**src/rtl/hazard_sched_if.sv**
```systemverilog
// Hazard controller bundle: ID/EX/MEM/WB register-use info toward the scheduler,
// and the forwarding selects, pipeline enables/clears and counters back.
interface hazard_sched_if #(
  parameter int CNT_W = 32
);
  logic [4:0]       id_rs;
  logic [4:0]       id_rt;
  logic             id_use_rs;
  logic             id_use_rt;
  logic [4:0]       ex_rd;
  logic             ex_we;
  logic             ex_ld;
  logic [4:0]       mem_rd;
  logic             mem_we;
  logic             mem_ld;
  logic [4:0]       wb_rd;
  logic             wb_we;
  logic             br_taken;
  logic             halt_req;
  logic             pc_en;
  logic             ifid_en;
  logic             ifid_clr;
  logic             idex_clr;
  logic [1:0]       fwd_rs;
  logic [1:0]       fwd_rt;
  logic             halted;
  logic [CNT_W-1:0] stall_cnt;
  logic [CNT_W-1:0] flush_cnt;

  modport master (
    output id_rs, id_rt, id_use_rs, id_use_rt,
    output ex_rd, ex_we, ex_ld, mem_rd, mem_we, mem_ld, wb_rd, wb_we,
    output br_taken, halt_req,
    input  pc_en, ifid_en, ifid_clr, idex_clr, fwd_rs, fwd_rt,
    input  halted, stall_cnt, flush_cnt
  );

  modport slave (
    input  id_rs, id_rt, id_use_rs, id_use_rt,
    input  ex_rd, ex_we, ex_ld, mem_rd, mem_we, mem_ld, wb_rd, wb_we,
    input  br_taken, halt_req,
    output pc_en, ifid_en, ifid_clr, idex_clr, fwd_rs, fwd_rt,
    output halted, stall_cnt, flush_cnt
  );
endinterface

```
**src/rtl/hazard_sched.sv**
```systemverilog
// Central hazard controller for the 5-stage redirect pipeline: operand forwarding,
// load-use stalls, taken-branch flushes, halt sequencing and saturating event counters.
module hazard_sched #(
  parameter int CNT_W = 32
) (
  input logic           clk,
  input logic           rst,
  hazard_sched_if.slave bus
);

  typedef enum logic {RUN, HALT} state_t;

  localparam logic [CNT_W-1:0] CNT_MAX = '1;

  state_t           state;
  state_t           state_next;
  logic [CNT_W-1:0] stall_q;
  logic [CNT_W-1:0] flush_q;

  logic rs_ex, rs_mem, rs_wb;
  logic rt_ex, rt_mem, rt_wb;
  logic lu;
  logic stall_inc;
  logic flush_inc;

  logic       pc_en;
  logic       ifid_en;
  logic       ifid_clr;
  logic       idex_clr;
  logic [1:0] fwd_rs;
  logic [1:0] fwd_rt;

  // Register 0 is hardwired, so it never produces a dependency.
  assign rs_ex  = bus.id_use_rs & bus.ex_we  & (bus.ex_rd  == bus.id_rs) & (bus.id_rs != 5'd0);
  assign rs_mem = bus.id_use_rs & bus.mem_we & (bus.mem_rd == bus.id_rs) & (bus.id_rs != 5'd0);
  assign rs_wb  = bus.id_use_rs & bus.wb_we  & (bus.wb_rd  == bus.id_rs) & (bus.id_rs != 5'd0);
  assign rt_ex  = bus.id_use_rt & bus.ex_we  & (bus.ex_rd  == bus.id_rt) & (bus.id_rt != 5'd0);
  assign rt_mem = bus.id_use_rt & bus.mem_we & (bus.mem_rd == bus.id_rt) & (bus.id_rt != 5'd0);
  assign rt_wb  = bus.id_use_rt & bus.wb_we  & (bus.wb_rd  == bus.id_rt) & (bus.id_rt != 5'd0);

  assign lu = ((rs_ex | rt_ex) & bus.ex_ld) | ((rs_mem | rt_mem) & bus.mem_ld);

  // A matching load still shadows older producers; the stall covers that case.
  function automatic logic [1:0] fwd_sel(input logic m_ex, input logic m_mem,
                                         input logic m_wb, input logic ld_ex,
                                         input logic ld_mem);
    logic [1:0] sel;
    sel = 2'd0;
    if (m_ex)       sel = ld_ex  ? 2'd0 : 2'd1;
    else if (m_mem) sel = ld_mem ? 2'd0 : 2'd2;
    else if (m_wb)  sel = 2'd3;
    return sel;
  endfunction

  always_comb begin
    fwd_rs = 2'd0;
    fwd_rt = 2'd0;
    if (rst) begin
      fwd_rs = fwd_sel(rs_ex, rs_mem, rs_wb, bus.ex_ld, bus.mem_ld);
      fwd_rt = fwd_sel(rt_ex, rt_mem, rt_wb, bus.ex_ld, bus.mem_ld);
    end
  end

  always_ff @(posedge clk or negedge rst) begin
    if (!rst) state <= RUN;
    else      state <= state_next;
  end

  // Halt outranks redirect, which outranks the load-use stall.
  always_comb begin
    state_next = state;
    pc_en      = 1'b1;
    ifid_en    = 1'b1;
    ifid_clr   = 1'b0;
    idex_clr   = 1'b0;
    if (!rst) begin
      pc_en    = 1'b0;
      ifid_en  = 1'b0;
      ifid_clr = 1'b1;
      idex_clr = 1'b1;
    end else begin
      case (state)
        RUN: begin
          if (bus.halt_req) begin
            state_next = HALT;
            pc_en      = 1'b0;
            ifid_en    = 1'b0;
            ifid_clr   = 1'b1;
            idex_clr   = 1'b1;
          end else if (bus.br_taken) begin
            ifid_clr = 1'b1;
            idex_clr = 1'b1;
          end else if (lu) begin
            pc_en    = 1'b0;
            ifid_en  = 1'b0;
            idex_clr = 1'b1;
          end
        end
        HALT: begin
          pc_en    = 1'b0;
          ifid_en  = 1'b0;
          idex_clr = 1'b1;
        end
        default: state_next = RUN;
      endcase
    end
  end

  assign stall_inc = (state == RUN) & lu & ~bus.br_taken & ~bus.halt_req;
  assign flush_inc = (state == RUN) & bus.br_taken & ~bus.halt_req;

  always_ff @(posedge clk or negedge rst) begin
    if (!rst) begin
      stall_q <= '0;
      flush_q <= '0;
    end else begin
      if (stall_inc && stall_q != CNT_MAX) stall_q <= stall_q + 1'b1;
      if (flush_inc && flush_q != CNT_MAX) flush_q <= flush_q + 1'b1;
    end
  end

  assign bus.pc_en     = pc_en;
  assign bus.ifid_en   = ifid_en;
  assign bus.ifid_clr  = ifid_clr;
  assign bus.idex_clr  = idex_clr;
  assign bus.fwd_rs    = fwd_rs;
  assign bus.fwd_rt    = fwd_rt;
  assign bus.halted    = (state == HALT);
  assign bus.stall_cnt = stall_q;
  assign bus.flush_cnt = flush_q;

endmodule
```
**src/flat_wrapper.sv**
```systemverilog
// flat-port wrapper written by rule: the top's interface ports become plain ports
module hazard_sched_flat 
#(
  parameter int CNT_W = 32
)
  (clk, rst, bus_id_rs, bus_id_rt, bus_id_use_rs, bus_id_use_rt, bus_ex_rd, bus_ex_we, bus_ex_ld, bus_mem_rd, bus_mem_we, bus_mem_ld, bus_wb_rd, bus_wb_we, bus_br_taken, bus_halt_req, bus_pc_en, bus_ifid_en, bus_ifid_clr, bus_idex_clr, bus_fwd_rs, bus_fwd_rt, bus_halted, bus_stall_cnt, bus_flush_cnt);
  hazard_sched_if #(.CNT_W(CNT_W)) bus_i ();
  input logic clk;
  input logic rst;
  input wire logic [$bits(bus_i.id_rs)-1:0] bus_id_rs;
  input wire logic [$bits(bus_i.id_rt)-1:0] bus_id_rt;
  input wire logic [$bits(bus_i.id_use_rs)-1:0] bus_id_use_rs;
  input wire logic [$bits(bus_i.id_use_rt)-1:0] bus_id_use_rt;
  input wire logic [$bits(bus_i.ex_rd)-1:0] bus_ex_rd;
  input wire logic [$bits(bus_i.ex_we)-1:0] bus_ex_we;
  input wire logic [$bits(bus_i.ex_ld)-1:0] bus_ex_ld;
  input wire logic [$bits(bus_i.mem_rd)-1:0] bus_mem_rd;
  input wire logic [$bits(bus_i.mem_we)-1:0] bus_mem_we;
  input wire logic [$bits(bus_i.mem_ld)-1:0] bus_mem_ld;
  input wire logic [$bits(bus_i.wb_rd)-1:0] bus_wb_rd;
  input wire logic [$bits(bus_i.wb_we)-1:0] bus_wb_we;
  input wire logic [$bits(bus_i.br_taken)-1:0] bus_br_taken;
  input wire logic [$bits(bus_i.halt_req)-1:0] bus_halt_req;
  output wire logic [$bits(bus_i.pc_en)-1:0] bus_pc_en;
  output wire logic [$bits(bus_i.ifid_en)-1:0] bus_ifid_en;
  output wire logic [$bits(bus_i.ifid_clr)-1:0] bus_ifid_clr;
  output wire logic [$bits(bus_i.idex_clr)-1:0] bus_idex_clr;
  output wire logic [$bits(bus_i.fwd_rs)-1:0] bus_fwd_rs;
  output wire logic [$bits(bus_i.fwd_rt)-1:0] bus_fwd_rt;
  output wire logic [$bits(bus_i.halted)-1:0] bus_halted;
  output wire logic [$bits(bus_i.stall_cnt)-1:0] bus_stall_cnt;
  output wire logic [$bits(bus_i.flush_cnt)-1:0] bus_flush_cnt;
  assign bus_i.id_rs = bus_id_rs;
  assign bus_i.id_rt = bus_id_rt;
  assign bus_i.id_use_rs = bus_id_use_rs;
  assign bus_i.id_use_rt = bus_id_use_rt;
  assign bus_i.ex_rd = bus_ex_rd;
  assign bus_i.ex_we = bus_ex_we;
  assign bus_i.ex_ld = bus_ex_ld;
  assign bus_i.mem_rd = bus_mem_rd;
  assign bus_i.mem_we = bus_mem_we;
  assign bus_i.mem_ld = bus_mem_ld;
  assign bus_i.wb_rd = bus_wb_rd;
  assign bus_i.wb_we = bus_wb_we;
  assign bus_i.br_taken = bus_br_taken;
  assign bus_i.halt_req = bus_halt_req;
  assign bus_pc_en = bus_i.pc_en;
  assign bus_ifid_en = bus_i.ifid_en;
  assign bus_ifid_clr = bus_i.ifid_clr;
  assign bus_idex_clr = bus_i.idex_clr;
  assign bus_fwd_rs = bus_i.fwd_rs;
  assign bus_fwd_rt = bus_i.fwd_rt;
  assign bus_halted = bus_i.halted;
  assign bus_stall_cnt = bus_i.stall_cnt;
  assign bus_flush_cnt = bus_i.flush_cnt;
  hazard_sched #(.CNT_W(CNT_W)) u_core (.clk(clk), .rst(rst), .bus(bus_i));
endmodule
```
**config.mk**
```make
export PLATFORM = sky130hd
export DESIGN_NAME = hazard_sched_flat
export DESIGN_NICKNAME = d
export VERILOG_FILES = /design/src/rtl/hazard_sched_if.sv /design/src/rtl/hazard_sched.sv /design/src/flat_wrapper.sv
export SDC_FILE = /design/constraint.sdc
export NUM_CORES = 1
export LEC_CHECK = 0
export ABC_AREA = 1
export CAP_MARGIN = 20
export CORE_UTILIZATION = 55
export CTS_CLUSTER_SIZE = 10
export DETAILED_ROUTE_END_ITERATION = 12
export PLACE_DENSITY = 0.87
export SLEW_MARGIN = 40
export SYNTH_ARGS = -nofsm -noshare
export SYNTH_HDL_FRONTEND = slang
export SYNTH_SLANG_ARGS = --single-unit
export TNS_END_PERCENT = 20
```
**constraint.sdc**
```tcl
create_clock -name clk -period 2.8 [get_ports clk]
set_input_delay 0.56 -clock clk [delete_from_list [all_inputs] [get_ports clk]]
set_output_delay 0.56 -clock clk [all_outputs]
set_load 0.005 [all_outputs]
```
==> metrics.yaml <==
status:
  status: "finished, violations left"
  violations: "setup timing"
die:
  fp.dieArea_sq_um: 8970
  start_util_pct: 57.2
  core_sq_um: 8260
  chipHeight_um: 94.7
  die_w_um: 94.7
  rows: 33
  io_pins: 109
route:
  route.detailed.drc: 0
  drt_pass1_iterations: 5
  ant_nets: 0
  vias: 5328
  routedWlPerCell_um: 15.7
  routed_wirelength_um: 14800
  drt_iter0_drc: 373
  viasPerCell: 5.63
worst_setup_path:
  crit_fanout: 3
  worstPathRequired_ns: 2.24
  worst_setup_path_end_kind: "output port"
  startpoint_type: "input pin"
  cp.buffers_inverters: 3
  slowest_delay_ns: 0.51
  cp_cell_sequence: "clkdlybuf4s50_1, inv_1, nand3_1, nor2_2, nor2_1, nand2_1, nand3_1, a21oi_2, clkdlybuf4s50_1"
  worstSetupPathType: "in2out"
  critPathArrivalTime_ns: 2.46
  cpLargestDelayFamily: "buffers and inverters"
  cp_slowest_cell: "clkdlybuf4s50_1"
clock_tree:
  cts_tree: "built"
  clk_path_buf_depth: 2
  cts-buffers-inserted: 9
  htree_levels: 3
  clkLatencyLatePin_ns: 0.35
  clock-sinks: 65
  root_buffer: "clkbuf_8"
  ctsHoldBuffers: 0
  clkTransAtPathRegs_ns: 0.08
layout:
  final_layout_size_suffix_gt1_share_pct: 11.3
  register_area_sq_um: 1630
  final_cells: 947
  area_growth_pct: 34.5
  design_area_sq_um: 6360
  nNetsFinal: 875
  antennaDiodeCount: 0
  multi_input_area_sq_um: 2850
  nFillCells: 634
pwr:
  power.total_mw: 2.33
  power.density_nw_per_um2: 367
  p_leak_nw: 3.02
  vdd_ir_drop_max_mv: 0.337
logic_synthesis:
  synth_area_per_cell_sq_um: 6.65
  synthesis.nets: 749
  synthTopCellsByArea: "dfrtp_1, nand2_1, xor2_1, nor2_1, nand4_1"
  ys.warnings.count: 0
  netlist.area_leader.share_pct: 34.4
  ys_ff_latch: 65
  syn_inst: 711
  seq_area_frac_synth_pct: 34.4
  yosysTopAreaCell: "dfrtp_1"
  synth_area_sq_um: 4730
  yosysUniqueCellTypes: 33
place:
  io_buffers: 108
  dpl.hpwl_um: 11100
  place.gp.congestion: 0.955
  dp.cells: 928
  place_area_sq_um: 6010
job:
  max_cap_violations: 0
grt:
  grt_pass1_wl_um: 23600
  grt_pass1_vias: 4941
  grt_use_total_pct: 34.1
  grt_max_degree: 49
  met2_usage_pct: 57.8
  grt_remaining_overflow: 0
  gr-usage-met1_pct: 43.9
  grt.busiest_layer: "met2"
  antenna_found_initial: 0
  met3_usage_pct: 6.20
timing:
  hold_viol: 0
  skew_ns: 0.0135
  fin_ws_ns: -0.216
  period_needed_ns: 3.02
  maxSlewHeadroom_pct: 60.7
  holdWs_ns: 0.0826
  rsz0062_at_grt: "true"
  fin_crit_sh_pct: 108
  slew_violations: 0
  tightest_slew_ns: 0.590
  report.final.setup_viol: 5
  max_freq_ghz: 0.332
worst_hold_path:
  holdCritPathClass: "in2async"
-- state kept, by name (all words and copies together), names as in the netlist --
signal / flops
u_core.bus.flush_cnt: 32
u_core.bus.halted: 1
u_core.bus.stall_cnt: 32
-- cells in the final DEF, fill, tap and decap left out, types with 5 or more instances in the layout --
cell type          n
dfrtp_1           65
nand2_1          271
xor2_1            38
nor3_2             6
inv_2             10
clkdlybuf4s50_1  100
nor3_1            21
nand3_2            7
nand3_1           28
a21oi_1            5
nand4_1           45
inv_1             60
xnor2_1           17
nor2_2             7
clkbuf_8           9
buf_4             26
nor2_1            72
o21ai_0            6
-- what timing repair did --
item	CTS	global route
gates resized for setup	26	19
pin swaps	0	5
setup endpoints to repair	7	7
setup buffers	0	3
-- final cells by class --
class	count	share of cell area [%]
multi-input combinational	556	44.9
sequential	65	25.6
timing repair buffer	135	20.2
inverter	70	4.13
tap	105	2.07
clock buffer	9	1.95
clock inverter	7	1.18
-- kinds of logic (layout without fill, tap and decap cells) --
family,Yosys count,after routing,synth area share [%]
compound gates,22,22,2.67
xor+xnor,57,57,10.6
simple gates,475,475,44.1
fa+ha+maj,2,2,0.529
flops,65,65,34.4
buf+inv,90,221,7.73
-- Yosys cell counts --
cell type and number:
nand4_1 45, nand2_1 274, clkbuf_1 7, inv_2 3, nor3b_1 1, a21oi_1 9
nand4_2 2, nor3_2 6, nor3_1 21, o211ai_1 1, nor2_4 1, inv_1 67
a221oi_1 1, nor2_2 1, nand3_1 31, buf_2 7, o31ai_1 1, buf_4 5
o21ai_0 7, nand3b_1 3, ha_1 2, nand2_2 1, o22ai_1 1, a211oi_1 1
o221ai_1 1, nand3_2 4, xor2_1 38, dfrtp_1 65, nor2_1 81, buf_1 1
xnor2_1 19, nor4_1 3, nor3b_2 1
-- path summary, 6_finish.rpt --
path                       cells after the start                        to                     start  slack, ns
setup / recovery                               9             bus_fwd_rt[0]              bus_id_rt[2]      -0.22
hold / removal                                 1         u_core.bus.halted                       rst       0.08
setup reg to reg                              12  u_core.bus.flush_cnt[25]   u_core.bus.flush_cnt[0]       0.46
hold reg to reg                                1  u_core.bus.flush_cnt[17]  u_core.bus.flush_cnt[17]       0.53
max in group asynchronous                      2   u_core.bus.flush_cnt[9]                       rst       1.83
min in group clk                               1  u_core.bus.flush_cnt[17]  u_core.bus.flush_cnt[17]       0.53
-- through the flow --
step                      setup WS (ns)  util [%]  TNS [ns]
after global placement           -0.418      72.8     -2.06
after CTS                        -0.184      76.0    -0.924
final                            -0.216      77.0    -0.756
after floorplan                   0.459         -         0
after global routing             -0.282      77.0     -1.13
after detailed placement         -0.395      72.8     -2.20
-- report_power, final --
part           internal, mW  leakage [nW]  switching (mW)  total [mW]
clock network         0.419         0.104           0.406       0.825
registers             0.988         0.881          0.0727        1.06
logic                 0.226          2.03           0.223       0.449
-- metal layers --
layer	vias up	routed length, um
met2	245	7390
li1	2530	-
met3	33	1080
met1	2520	6060
met5	-	0
met4	0	316
Power figures use the tool's default switching activity.
